--- src/rtl/lx32_fetch_if.sv ---
// Fetch-unit bus bundle: redirect from execute, instruction-memory request/response,
// and the decode-side valid/ready handoff. The fetch unit is the master.
interface lx32_fetch_if;
   logic        redirect_valid;
   logic [31:0] redirect_pc;
   logic        imem_req;
   logic [31:0] imem_addr;
   logic        imem_gnt;
   logic        imem_rvalid;
   logic [31:0] imem_rdata;
   logic        if_valid;
   logic        if_ready;
   logic [31:0] if_pc;
   logic [31:0] if_instr;

   modport master (
      input  redirect_valid, redirect_pc,
      input  imem_gnt, imem_rvalid, imem_rdata,
      input  if_ready,
      output imem_req, imem_addr,
      output if_valid, if_pc, if_instr
   );

   modport slave (
      output redirect_valid, redirect_pc,
      output imem_gnt, imem_rvalid, imem_rdata,
      output if_ready,
      input  imem_req, imem_addr,
      input  if_valid, if_pc, if_instr
   );
endinterface

--- src/rtl/lx32_fetch.sv ---
// Instruction fetch: issues word requests under a 2-credit limit, pairs in-order responses
// with their request PCs, buffers them in a 2-entry FIFO and drops responses stale after a redirect.
module lx32_fetch #(
   parameter logic [31:0] RESET_PC = 32'h0000_0000
) (
   input  logic          clk,
   input  logic          rst,
   lx32_fetch_if.master  bus
);

   logic [31:0] r_fetch_pc;
   logic [1:0]  r_outstanding;
   logic [1:0]  r_drop_cnt;
   logic [1:0]  r_fifo_cnt;
   logic [31:0] r_pcq  [2];
   logic [63:0] r_fifo [2];

   logic [31:0] w_fetch_addr;
   logic        w_pop;
   logic        w_rsp;
   logic        w_rsp_keep;
   logic        w_rsp_drop;
   logic [2:0]  w_credits;
   logic        w_req;
   logic        w_grant;
   logic [63:0] w_entry;
   logic [31:0] w_pcq_nxt  [2];
   logic [63:0] w_fifo_nxt [2];
   logic [1:0]  w_out_nxt;
   logic [1:0]  w_fifo_cnt_nxt;
   logic [1:0]  w_drop_nxt;
   logic [1:0]  w_drop_redir;

   assign w_fetch_addr = {r_fetch_pc[31:2], 2'b00};
   assign w_pop        = (r_fifo_cnt != 2'd0) && bus.if_ready;

   // Responses with nothing in flight are protocol violations and are ignored outright.
   assign w_rsp      = bus.imem_rvalid && ((r_outstanding != 2'd0) || (r_drop_cnt != 2'd0));
   assign w_rsp_drop = w_rsp && (r_drop_cnt != 2'd0);
   assign w_rsp_keep = w_rsp && (r_drop_cnt == 2'd0);

   // A slot freed by this cycle's pop is reusable immediately, which is what lets the
   // pipe stream one instruction per cycle with only two credits.
   assign w_credits = 3'(r_outstanding) + 3'(r_drop_cnt) + 3'(r_fifo_cnt) - 3'(w_pop);
   assign w_req     = !rst && !bus.redirect_valid && (w_credits < 3'd2);
   assign w_grant   = w_req && bus.imem_gnt;

   assign w_entry      = {r_pcq[0], bus.imem_rdata};
   assign w_drop_nxt   = r_drop_cnt - 2'(w_rsp_drop);
   assign w_drop_redir = r_outstanding + r_drop_cnt - 2'(w_rsp);

   always_comb begin
      w_pcq_nxt = r_pcq;
      w_out_nxt = r_outstanding;
      case ({w_grant, w_rsp_keep})
         2'b10: begin
            w_pcq_nxt[r_outstanding[0]] = w_fetch_addr;
            w_out_nxt = r_outstanding + 2'd1;
         end
         2'b01: begin
            w_pcq_nxt[0] = r_pcq[1];
            w_out_nxt = r_outstanding - 2'd1;
         end
         2'b11: begin
            if (r_outstanding == 2'd1) begin
               w_pcq_nxt[0] = w_fetch_addr;
            end else begin
               w_pcq_nxt[0] = r_pcq[1];
               w_pcq_nxt[1] = w_fetch_addr;
            end
         end
         default: ;
      endcase
   end

   always_comb begin
      w_fifo_nxt     = r_fifo;
      w_fifo_cnt_nxt = r_fifo_cnt;
      case ({w_rsp_keep, w_pop})
         2'b10: begin
            w_fifo_nxt[r_fifo_cnt[0]] = w_entry;
            w_fifo_cnt_nxt = r_fifo_cnt + 2'd1;
         end
         2'b01: begin
            w_fifo_nxt[0] = r_fifo[1];
            w_fifo_cnt_nxt = r_fifo_cnt - 2'd1;
         end
         2'b11: begin
            if (r_fifo_cnt == 2'd1) begin
               w_fifo_nxt[0] = w_entry;
            end else begin
               w_fifo_nxt[0] = r_fifo[1];
               w_fifo_nxt[1] = w_entry;
            end
         end
         default: ;
      endcase
   end

   always_ff @(posedge clk) begin
      if (rst) begin
         r_fetch_pc    <= RESET_PC;
         r_outstanding <= 2'd0;
         r_drop_cnt    <= 2'd0;
         r_fifo_cnt    <= 2'd0;
      end else if (bus.redirect_valid) begin
         // Everything in flight becomes stale; same-cycle pops and pushes are discarded.
         r_fetch_pc    <= {bus.redirect_pc[31:2], 2'b00};
         r_outstanding <= 2'd0;
         r_drop_cnt    <= w_drop_redir;
         r_fifo_cnt    <= 2'd0;
      end else begin
         if (w_grant) begin
            r_fetch_pc <= w_fetch_addr + 32'd4;
         end
         r_outstanding <= w_out_nxt;
         r_drop_cnt    <= w_drop_nxt;
         r_fifo_cnt    <= w_fifo_cnt_nxt;
      end
   end

   always_ff @(posedge clk) begin
      r_pcq  <= w_pcq_nxt;
      r_fifo <= w_fifo_nxt;
   end

   assign bus.imem_req  = w_req;
   assign bus.imem_addr = w_fetch_addr;
   assign bus.if_valid  = (r_fifo_cnt != 2'd0);
   assign bus.if_pc     = r_fifo[0][63:32];
   assign bus.if_instr  = r_fifo[0][31:0];

endmodule

--- src/flat_wrapper.sv ---
// flat-port wrapper written by rule: the top's interface ports become plain ports
module lx32_fetch_flat 
#(
   parameter logic [31:0] RESET_PC = 32'h0000_0000
)
  (clk, rst, bus_redirect_valid, bus_redirect_pc, bus_imem_gnt, bus_imem_rvalid, bus_imem_rdata, bus_if_ready, bus_imem_req, bus_imem_addr, bus_if_valid, bus_if_pc, bus_if_instr);
  lx32_fetch_if bus_i ();
  input  logic clk;
  input  logic rst;
  input wire logic [$bits(bus_i.redirect_valid)-1:0] bus_redirect_valid;
  input wire logic [$bits(bus_i.redirect_pc)-1:0] bus_redirect_pc;
  input wire logic [$bits(bus_i.imem_gnt)-1:0] bus_imem_gnt;
  input wire logic [$bits(bus_i.imem_rvalid)-1:0] bus_imem_rvalid;
  input wire logic [$bits(bus_i.imem_rdata)-1:0] bus_imem_rdata;
  input wire logic [$bits(bus_i.if_ready)-1:0] bus_if_ready;
  output wire logic [$bits(bus_i.imem_req)-1:0] bus_imem_req;
  output wire logic [$bits(bus_i.imem_addr)-1:0] bus_imem_addr;
  output wire logic [$bits(bus_i.if_valid)-1:0] bus_if_valid;
  output wire logic [$bits(bus_i.if_pc)-1:0] bus_if_pc;
  output wire logic [$bits(bus_i.if_instr)-1:0] bus_if_instr;
  assign bus_i.redirect_valid = bus_redirect_valid;
  assign bus_i.redirect_pc = bus_redirect_pc;
  assign bus_i.imem_gnt = bus_imem_gnt;
  assign bus_i.imem_rvalid = bus_imem_rvalid;
  assign bus_i.imem_rdata = bus_imem_rdata;
  assign bus_i.if_ready = bus_if_ready;
  assign bus_imem_req = bus_i.imem_req;
  assign bus_imem_addr = bus_i.imem_addr;
  assign bus_if_valid = bus_i.if_valid;
  assign bus_if_pc = bus_i.if_pc;
  assign bus_if_instr = bus_i.if_instr;
  lx32_fetch #(.RESET_PC(RESET_PC)) u_core (.clk(clk), .rst(rst), .bus(bus_i));
endmodule
--- config.mk ---
export PLATFORM = sky130hd
export DESIGN_NAME = lx32_fetch_flat
export DESIGN_NICKNAME = d
export VERILOG_FILES = /design/src/rtl/lx32_fetch_if.sv /design/src/rtl/lx32_fetch.sv /design/src/flat_wrapper.sv
export SDC_FILE = /design/constraint.sdc
export NUM_CORES = 1
export LEC_CHECK = 0
export CAP_MARGIN = 20
export CELL_PAD_IN_SITES_DETAIL_PLACEMENT = 1
export CELL_PAD_IN_SITES_GLOBAL_PLACEMENT = 2
export CORE_ASPECT_RATIO = 1.1
export CORE_MARGIN = 3
export CORE_UTILIZATION = 31
export DETAILED_ROUTE_END_ITERATION = 8
export PLACE_DENSITY = 0.67
export SYNTH_ARGS = -nofsm -noshare
export SYNTH_HDL_FRONTEND = slang
export SYNTH_SLANG_ARGS = --single-unit
--- constraint.sdc ---
create_clock -name clk -period 6.66 [get_ports clk]
set_clock_uncertainty 0.2 [all_clocks]
set_input_delay 1.332 -clock clk [delete_from_list [all_inputs] [get_ports clk]]
set_output_delay 1.332 -clock clk [all_outputs]
set_load 0.005 [all_outputs]
### Word-level counts from Yosys, hierarchy flattened

Cells that the tools add are included.

| storage, ports and cells | value |
|---|---|
| register bits | 230 |
| input port bits | 70 |
| output and inout bits | 98 |
| logic and storage cells | 82 |

| operators by class | value |
|---|---|
| add/sub/neg operators | 11 |
| magnitude comparators | 5 |
| equality and inequality tests | 10 |
| multiplexer cells | 19 |
| bitwise gates (word level) | 2 |
| reductions and logical operators | 26 |

Operators by type and width:

| kind | number |
|---|---|
| two-way mux 64 bit | 3 |
| one-hot mux 64 bit (3 select lines) | 1 |
| two-way mux 32 bit | 5 |
| bitwise mux 128 bit | 1 |
| one-hot mux 64 bit (2 select lines) | 1 |
| one-hot mux 32 bit (3 select lines) | 1 |
| bitwise mux 64 bit | 1 |
| demux 64 bit (select 1 bit) | 1 |
| one-hot mux 32 bit (2 select lines) | 1 |
| adder 32 x 3 -> 32 bit, second input constant | 1 |
| demux 32 bit (select 1 bit) | 1 |
| nonzero test 2 bit | 8 |
| logical AND 1 bit | 9 |
| equality test 2 x 1 -> 1 bit, second input constant | 4 |
| equality test 2 bit, second input constant | 4 |
| one-hot mux 2 bit (2 select lines) | 2 |
| nonzero test 3 bit | 2 |
| adder 2 x 1 -> 2 bit, second input constant | 2 |
| >= comparator 2 bit, second input constant | 2 |
| < comparator 2 x 1 -> 1 bit, second input constant | 2 |
| inequality test 2 bit, second input constant | 2 |
| inverter 1 -> 2 bit | 2 |
| AND reduction 2 bit | 2 |
| subtractor 2 x 1 -> 2 bit | 2 |
| other kinds (11) | 13 |

### Depth between registers and ports, before layout

Gate-level depths: netlist (run 1).

| depth | value |
|---|---|
| depth in word-level cells | 9 |
| gate-level depth with buffers | 19 |
| depth with buffers taken out | 15 |

### Least setup slack after synthesis (run 1)

Ideal clock, no wire load.

| timing path | value |
|---|---|
| path kind | input port to flip-flop |
| start point | input port bus_imem_rvalid |
| end point | register u_core.r_fifo (netlist bit u_core.bus.if_instr[0]), enable pin |
| library setup time | 0.487 ns |
| arrival | 5.333 ns |
| data required time | 5.973 ns |
| setup slack | 0.640 ns |
| stages on the path | 4 |
| path buffers | 0 |
| path through | nor4b_1 inv_1 ha_1 nor2_1 |

| on the way | value |
|---|---|
| longest elaborated chain between the ends | 4 |
| elaborated cells on any way between the ends | 6 |
| classes of those cells | eq/ne: 3; reduce/logical: 3 |

RTL lines:

| element | RTL line | text |
|---|---|---|
| start: declaration | flat_wrapper.sv:13 | `input wire logic [$bits(bus_i.imem_rvalid)-1:0] bus_imem_rvalid;` |
| logical AND 1 bit * | lx32_fetch.sv:38 | `assign w_rsp = bus.imem_rvalid && ((r_outstanding != 2'd0) \|\| (r_drop_cnt != 2'd0));` |
| logical AND 1 bit * | lx32_fetch.sv:40 | `assign w_rsp_keep = w_rsp && (r_drop_cnt == 2'd0);` |
| equality test 2 bit or equality test 2 x 1 -> 1 bit (tied branches) | lx32_fetch.sv:79 | `case ({w_rsp_keep, w_pop})` |
| nonzero test 3 bit (no source line) * | -- |  |
| end signal: assignment | lx32_fetch.sv:124 | `r_fifo <= w_fifo_nxt;` |
| end: declaration | lx32_fetch.sv:16 | `logic [63:0] r_fifo [2];` |

Mark *: on every way between the ends. The rest lies on a longest branch, timed or not.
A chain may end at the register's enable or synchronous reset.

### Worst setup path after layout (run 1)

| timing path | value |
|---|---|
| start point | input port bus_if_ready |
| end point | output port bus_imem_req |

| on the way | value |
|---|---|
| longest elaborated chain between the ends | 4 |

RTL lines:

| element | RTL line | text |
|---|---|---|
| start: declaration | flat_wrapper.sv:15 | `input wire logic [$bits(bus_i.if_ready)-1:0] bus_if_ready;` |
| logical AND 1 bit | lx32_fetch.sv:35 | `assign w_pop = (r_fifo_cnt != 2'd0) && bus.if_ready;` |
| subtractor 3 x 1 -> 3 bit | lx32_fetch.sv:44 | `assign w_credits = 3'(r_outstanding) + 3'(r_drop_cnt) + 3'(r_fifo_cnt) - 3'(w_pop);` |
| < comparator 3 x 2 -> 1 bit | lx32_fetch.sv:45 | `assign w_req = !rst && !bus.redirect_valid && (w_credits < 3'd2);` |
| logical AND 1 bit | lx32_fetch.sv:45 |  |
| end: declaration | flat_wrapper.sv:16 | `output wire logic [$bits(bus_i.imem_req)-1:0] bus_imem_req;` |

No other way between the ends.

==> impl_metrics.json, run 1 <==
{
  "status": "complete, no violations",
  "clock-sinks": 228,
  "syn_area_um2": 10300,
  "cts.path.max_buffers": 3,
  "cts_htree_levels": 1,
  "antenna_found_initial": 0,
  "drc": 0,
  "dr.pass1.iters": 4,
  "tns_ps": 0,
  "post_dp_cell_area_um2": 12000,
  "tightest_slew_ps": 874,
  "crit_family": "buffers and inverters",
  "synth_most_common_cell": "edfxtp_1",
  "crit_path_max_incr_delay_ps": 530,
  "cp_slowest_cell": "clkdlybuf4s50_1",
  "critical_path.most_common_cell": "ha_1",
  "worstPathCellList": "clkdlybuf4s50_1 -> nor2b_1 -> ha_1 -> inv_1 -> ha_1 -> a21o_1 -> ha_1 -> xnor3_1 -> nor3_1 -> clkdlybuf4s50_1",
  "powerDensity_nw_per_um2": 291,
  "ioPinCount": 168,
  "tritoncts": "built",
  "syn2layout_area_growth_pct": 23.5,
  "startpoint_type": "input pin",
  "ir_worst_vdd_mv": 0.170,
  "track_usage": 0.130,
  "leakage_nw": 4.46,
  "hold_viol": 0,
  "slew_headroom": 0.417,
  "grt_max_degree": 65,
  "synth_cell_type_count": 58,
  "critPathBufInv": 3,
  "synth_area_leaders": "edfxtp_1, a22o_1, dfxtp_1",
  "synth_area_per_cell_um2": 12.8,
  "routed_wl_um": 23900,
  "viasPerCell": 4.78,
  "cts_buffers": 25,
  "ys_seq_area_frac": 0.627,
  "fin_area_um2": 12800,
  "worstHoldPathCells": 2,
  "place_inst": 1299,
  "fin_nets": 993,
  "chipWidth_um": 180,
  "numPortBuffers": 163,
  "rows": 69,
  "cts_setup_buffers": 0,
  "async_flop_share": 0,
  "critical_path.max_fanout": 4,
  "synth-seq-cells": 228,
  "start_util": 0.317,
  "yosysWarnings": 0,
  "finalCritPeriodShare": 0.819,
  "p_total_mw": 3.71,
  "r2r-end": "u_core.r_pcq[16]",
  "min_path_type": "reg2reg",
  "place_ws_ps": 842,
  "min_to": "u_core.r_fifo_cnt[1]",
  "ctsHoldBuffers": 0,
  "clk_latency_ps": 520,
  "gp_congestion": 0.733,
  "drive_gt1_frac": 0.0717,
  "reg2reg_depth": 15,
  "maxSlewViolCount": 0,
  "num_vias": 6434,
  "die_h_um": 198,
  "crit_type": "in2out",
  "rrSetupSlack_ps": 1870,
  "ctsRootBufferMaster": "clkbuf_16",
  "yosys-top-cells-count": "edfxtp_1, a22o_1, nor2b_1",
  "fin_hold_ws_ps": 298,
  "fillers": 3413,
  "multi_input_area_um2": 3090,
  "grt_pass1_wl_um": 37900,
  "netlist_instances": 809,
  "cap_viol_max_count": 0,
  "max_freq_mhz": 183,
  "wire_per_inst_um": 17.7,
  "synth_ff_type": "edfxtp_1",
  "fin_crit_ps": 5450,
  "crit_path_end_kind": "output port",
  "grt_pass1_vias": 6690,
  "num_antenna_cells": 0,
  "drtIter0Drc": 296,
  "die_area_um2": 35600,
  "ant_nets": 0,
  "setup_viol": 0,
  "grt_overflow": 0,
  "critPathRequiredTime_ps": 5130,
  "synth_top_area_cell": "edfxtp_1",
  "hpwl_um": 15800,
  "cts_resized": 0,
  "cp.arrival_ps": 3920,
  "synth_edf_count": 192,
  "rsz0062_at_grt": "false",
  "seq_area_um2": 6490,
  "synth_top_area_frac": 0.558,
  "fin_cells": 1346,
  "coreArea_um2": 32600,
  "worstHoldStart": "u_core.r_fifo_cnt[1]",
  "final_util": 0.391,
  "worstReg2RegStart": "u_core.r_fifo_cnt[0]",
  "worst_slack_ps": 1210,
  "clk_pin_slew_worst_paths_ps": 60
}
[power breakdown]
part	total, mW	internal, mW	switching, mW
Combinational	0.582	0.292	0.290
Clock	1.37	0.822	0.552
Sequential	1.76	1.69	0.0682
Total	3.71	2.80	0.909
[layout make-up]
| class | instances | share of cell area |
|---|---|---|
| clock buffers | 37 | 0.0533 |
| clock inverters | 9 | 0.00941 |
| inverters | 25 | 0.00774 |
| multi-input cells | 441 | 0.242 |
| flip-flops and latches | 228 | 0.508 |
| well taps | 426 | 0.0417 |
| repair buffers | 180 | 0.138 |
[flip-flops by register name, indices dropped and copies added (netlist names)]
name                  flops
u_core.r_fifo            64
u_core.r_pcq             64
u_core.bus.if_pc         32
u_core.r_fifo_cnt         2
u_core.r_outstanding      2
u_core.bus.if_instr      32
u_core.r_drop_cnt         2
u_core.r_fetch_pc        30
[worst max path at each step]
stage | start | to | cells after the start
global route | bus_if_ready | bus_imem_req | 10
finish | bus_if_ready | bus_imem_req | 10
global placement | bus_if_ready | u_core.r_pcq[41] | 15
CTS | bus_if_ready | bus_imem_req | 10
floorplan | bus_imem_rvalid | u_core.bus.if_instr[0] | 4
detailed placement | bus_if_ready | u_core.r_pcq[29] | 14
[cell families (layout without fill, tap and decap cells)]
group | count (synthesis) | in the layout | synth area share
xor gates and xnor gates | 9 | 9 | 0.00895
adders and majority gates | 22 | 22 | 0.0273
buffers and inverters | 141 | 251 | 0.0788
AOI/OAI and AO/OA | 174 | 174 | 0.129
and+or+nand+nor | 229 | 229 | 0.123
muxes | 5 | 5 | 0.00532
other | 1 | 2 | 0.000363
DFF | 228 | 228 | 0.627
[cell usage in the layout, fill, tap and decap left out, types with 3 or more instances in the layout]
cell / instances
nor3_1: 6
dfxtp_1: 36
clkinv_1: 3
a22o_1: 94
clkdlybuf4s50_1: 163
clkbuf_1: 11
or4_1: 4
nor2_1: 38
inv_1: 24
nor2b_1: 90
nand2_1: 29
buf_4: 16
and3_1: 3
nand4_1: 14
o211ai_1: 5
ha_1: 21
a32oi_1: 6
bufinv_16: 3
clkbuf_16: 25
nand3_1: 19
a21oi_1: 18
a31oi_1: 17
or3_1: 4
edfxtp_1: 192
xnor2_1: 6
o21ai_0: 15
[tightest hold or removal path, cell delays in order, from the launching register on]
cell      delay [ps]
dfxtp_1          310
nor2_1            90
a211oi_1          50
[routing by layer]
metal / global-route usage / routed length [um] / up-vias
met5: 0 / 0 / -
met4: 0.0290 / 340 / 0
met3: 0.0206 / 967 / 28
met2: 0.208 / 10600 / 154
met1: 0.187 / 11900 / 3124
li1: - / - / 3128
No activity file was read; power rests on OpenSTA's default activity.
==> run 2: changes to the inputs <==
==> constraint.sdc (replaced) <==
create_clock -name clk -period 5.1 [get_ports clk]
set_clock_uncertainty 0.2 [all_clocks]
set_input_delay 1.02 -clock clk [delete_from_list [all_inputs] [get_ports clk]]
set_output_delay 1.02 -clock clk [all_outputs]
set_load 0.005 [all_outputs]
==> run 2 against run 1 <==
Compared with the run above: combinational power is 34% higher; highest routed layer unchanged; flip-flop and latch count stayed put; register-to-register slack worse by 1000 ps; global-route usage hardly changed; largest power group unchanged.
==> impl_metrics.json, run 2 (synthesis gave the netlist of run 1 again) <==
{
  "numPortBuffers": 163,
  "ant_nets": 0,
  "worstReg2RegStart": "u_core.r_fifo_cnt[0]",
  "tightest_slew_ps": 916,
  "gp_congestion": 0.739,
  "min_to": "u_core.r_fifo_cnt[1]",
  "clock-sinks": 228,
  "cts_buffers": 26,
  "chipWidth_um": 180,
  "cts_resized": 0,
  "cts_setup_buffers": 0,
  "cap_viol_max_count": 0,
  "ioPinCount": 168,
  "multi_input_area_um2": 3090,
  "critical_path.max_fanout": 2,
  "hold_viol": 0,
  "num_vias": 6483,
  "status": "complete, no violations",
  "startpoint_type": "input pin",
  "cp.arrival_ps": 3480,
  "cts_htree_levels": 1,
  "rows": 69,
  "syn2layout_area_growth_pct": 24.6,
  "min_path_type": "reg2reg",
  "ctsHoldBuffers": 0,
  "grt_pass1_wl_um": 38000,
  "drtIter0Drc": 253,
  "crit_type": "in2out",
  "grt_max_degree": 65,
  "max_freq_mhz": 213,
  "tns_ps": 0,
  "dr.pass1.iters": 4,
  "wire_per_inst_um": 17.8,
  "finalCritPeriodShare": 0.922,
  "track_usage": 0.130,
  "ir_worst_vdd_mv": 0.234,
  "drc": 0,
  "crit_path_end_kind": "output port",
  "slew_headroom": 0.389,
  "viasPerCell": 4.81,
  "r2r-end": "u_core.r_pcq[25]",
  "antenna_found_initial": 0,
  "clk_latency_ps": 520,
  "tritoncts": "built",
  "num_antenna_cells": 0,
  "worstHoldPathCells": 2,
  "fin_crit_ps": 4700,
  "leakage_nw": 4.52,
  "grt_overflow": 0,
  "coreArea_um2": 32600,
  "rsz0062_at_grt": "false",
  "setup_viol": 0,
  "fillers": 3380,
  "routed_wl_um": 24000,
  "seq_area_um2": 6490,
  "die_area_um2": 35600,
  "critPathRequiredTime_ps": 3880,
  "top_regs": "u_core.r_fifo x64, u_core.r_pcq x64",
  "rrSetupSlack_ps": 870,
  "powerDensity_nw_per_um2": 385,
  "fin_nets": 995,
  "cts.path.max_buffers": 3,
  "ctsRootBufferMaster": "clkbuf_16",
  "start_util": 0.317,
  "grt_pass1_vias": 6552,
  "hpwl_um": 15200,
  "layout_common_cells": "edfxtp_1, clkdlybuf4s50_1, a22o_1",
  "fin_hold_ws_ps": 311,
  "final_common_cell": "edfxtp_1",
  "reg2reg_depth": 15,
  "drive_gt1_frac": 0.0770,
  "worstHoldStart": "u_core.r_fifo_cnt[1]",
  "clk_pin_slew_worst_paths_ps": 60,
  "maxSlewViolCount": 0,
  "die_h_um": 198
}
[run 2: area by class of cell]
class | instances | share of cell area
well taps | 426 | 0.0414
clock buffers | 32 | 0.0539
repair buffers | 181 | 0.141
multi-input cells | 441 | 0.240
clock inverters | 15 | 0.0130
inverters | 25 | 0.00767
flip-flops and latches | 228 | 0.503
[run 2: worst max path at each step]
stage	startpoint	endpoint
3_5_place_dp	bus_if_ready	u_core.r_pcq[29]
5_1_grt	bus_if_ready	bus_imem_req
4_1_cts	bus_if_ready	bus_imem_req
6_report	bus_if_ready	bus_imem_req
3_3_place_gp	bus_if_ready	u_core.r_pcq[26]
2_1_floorplan	bus_if_ready	u_core.r_pcq[10]
[run 2: worst max-delay path, stage by stage]
cell and delay, ps:
clkdlybuf4s50_1 450, nor2b_1 220, ha_1 270, inv_1 60, ha_1 210, a21o_1 180
ha_1 180, xnor3_1 200, nor3_1 180, clkdlybuf4s50_1 520
[run 2: routing by layer]
metal  track usage  vias up  share of wire
met2         0.203      157           0.44
li1              -     3132              -
met3        0.0249       25          0.046
met5             0        -              0
met1         0.190     3169           0.50
met4        0.0262        0          0.014
[run 2: where the power goes]
| group | leakage (nW) | switching [mW] | internal (mW) |
|---|---|---|---|
| Sequential | 2.13 | 0.0896 | 2.21 |
| Combinational | 1.96 | 0.381 | 0.398 |
| Clock | 0.424 | 0.721 | 1.16 |
[run 2: stage by stage]
step	power [mW]	worst slack [ps]	cell area, um^2	cells	util
3_5_place_dp	3.13	225	12000	1301	0.368
4_1_cts	5.05	367	12900	1348	0.395
6_report	4.96	396	12900	1348	0.395
2_1_floorplan	2.82	31.1	10400	810	-
3_3_place_gp	3.12	252	12000	1300	0.368
5_1_grt	5.20	234	12900	1348	0.395
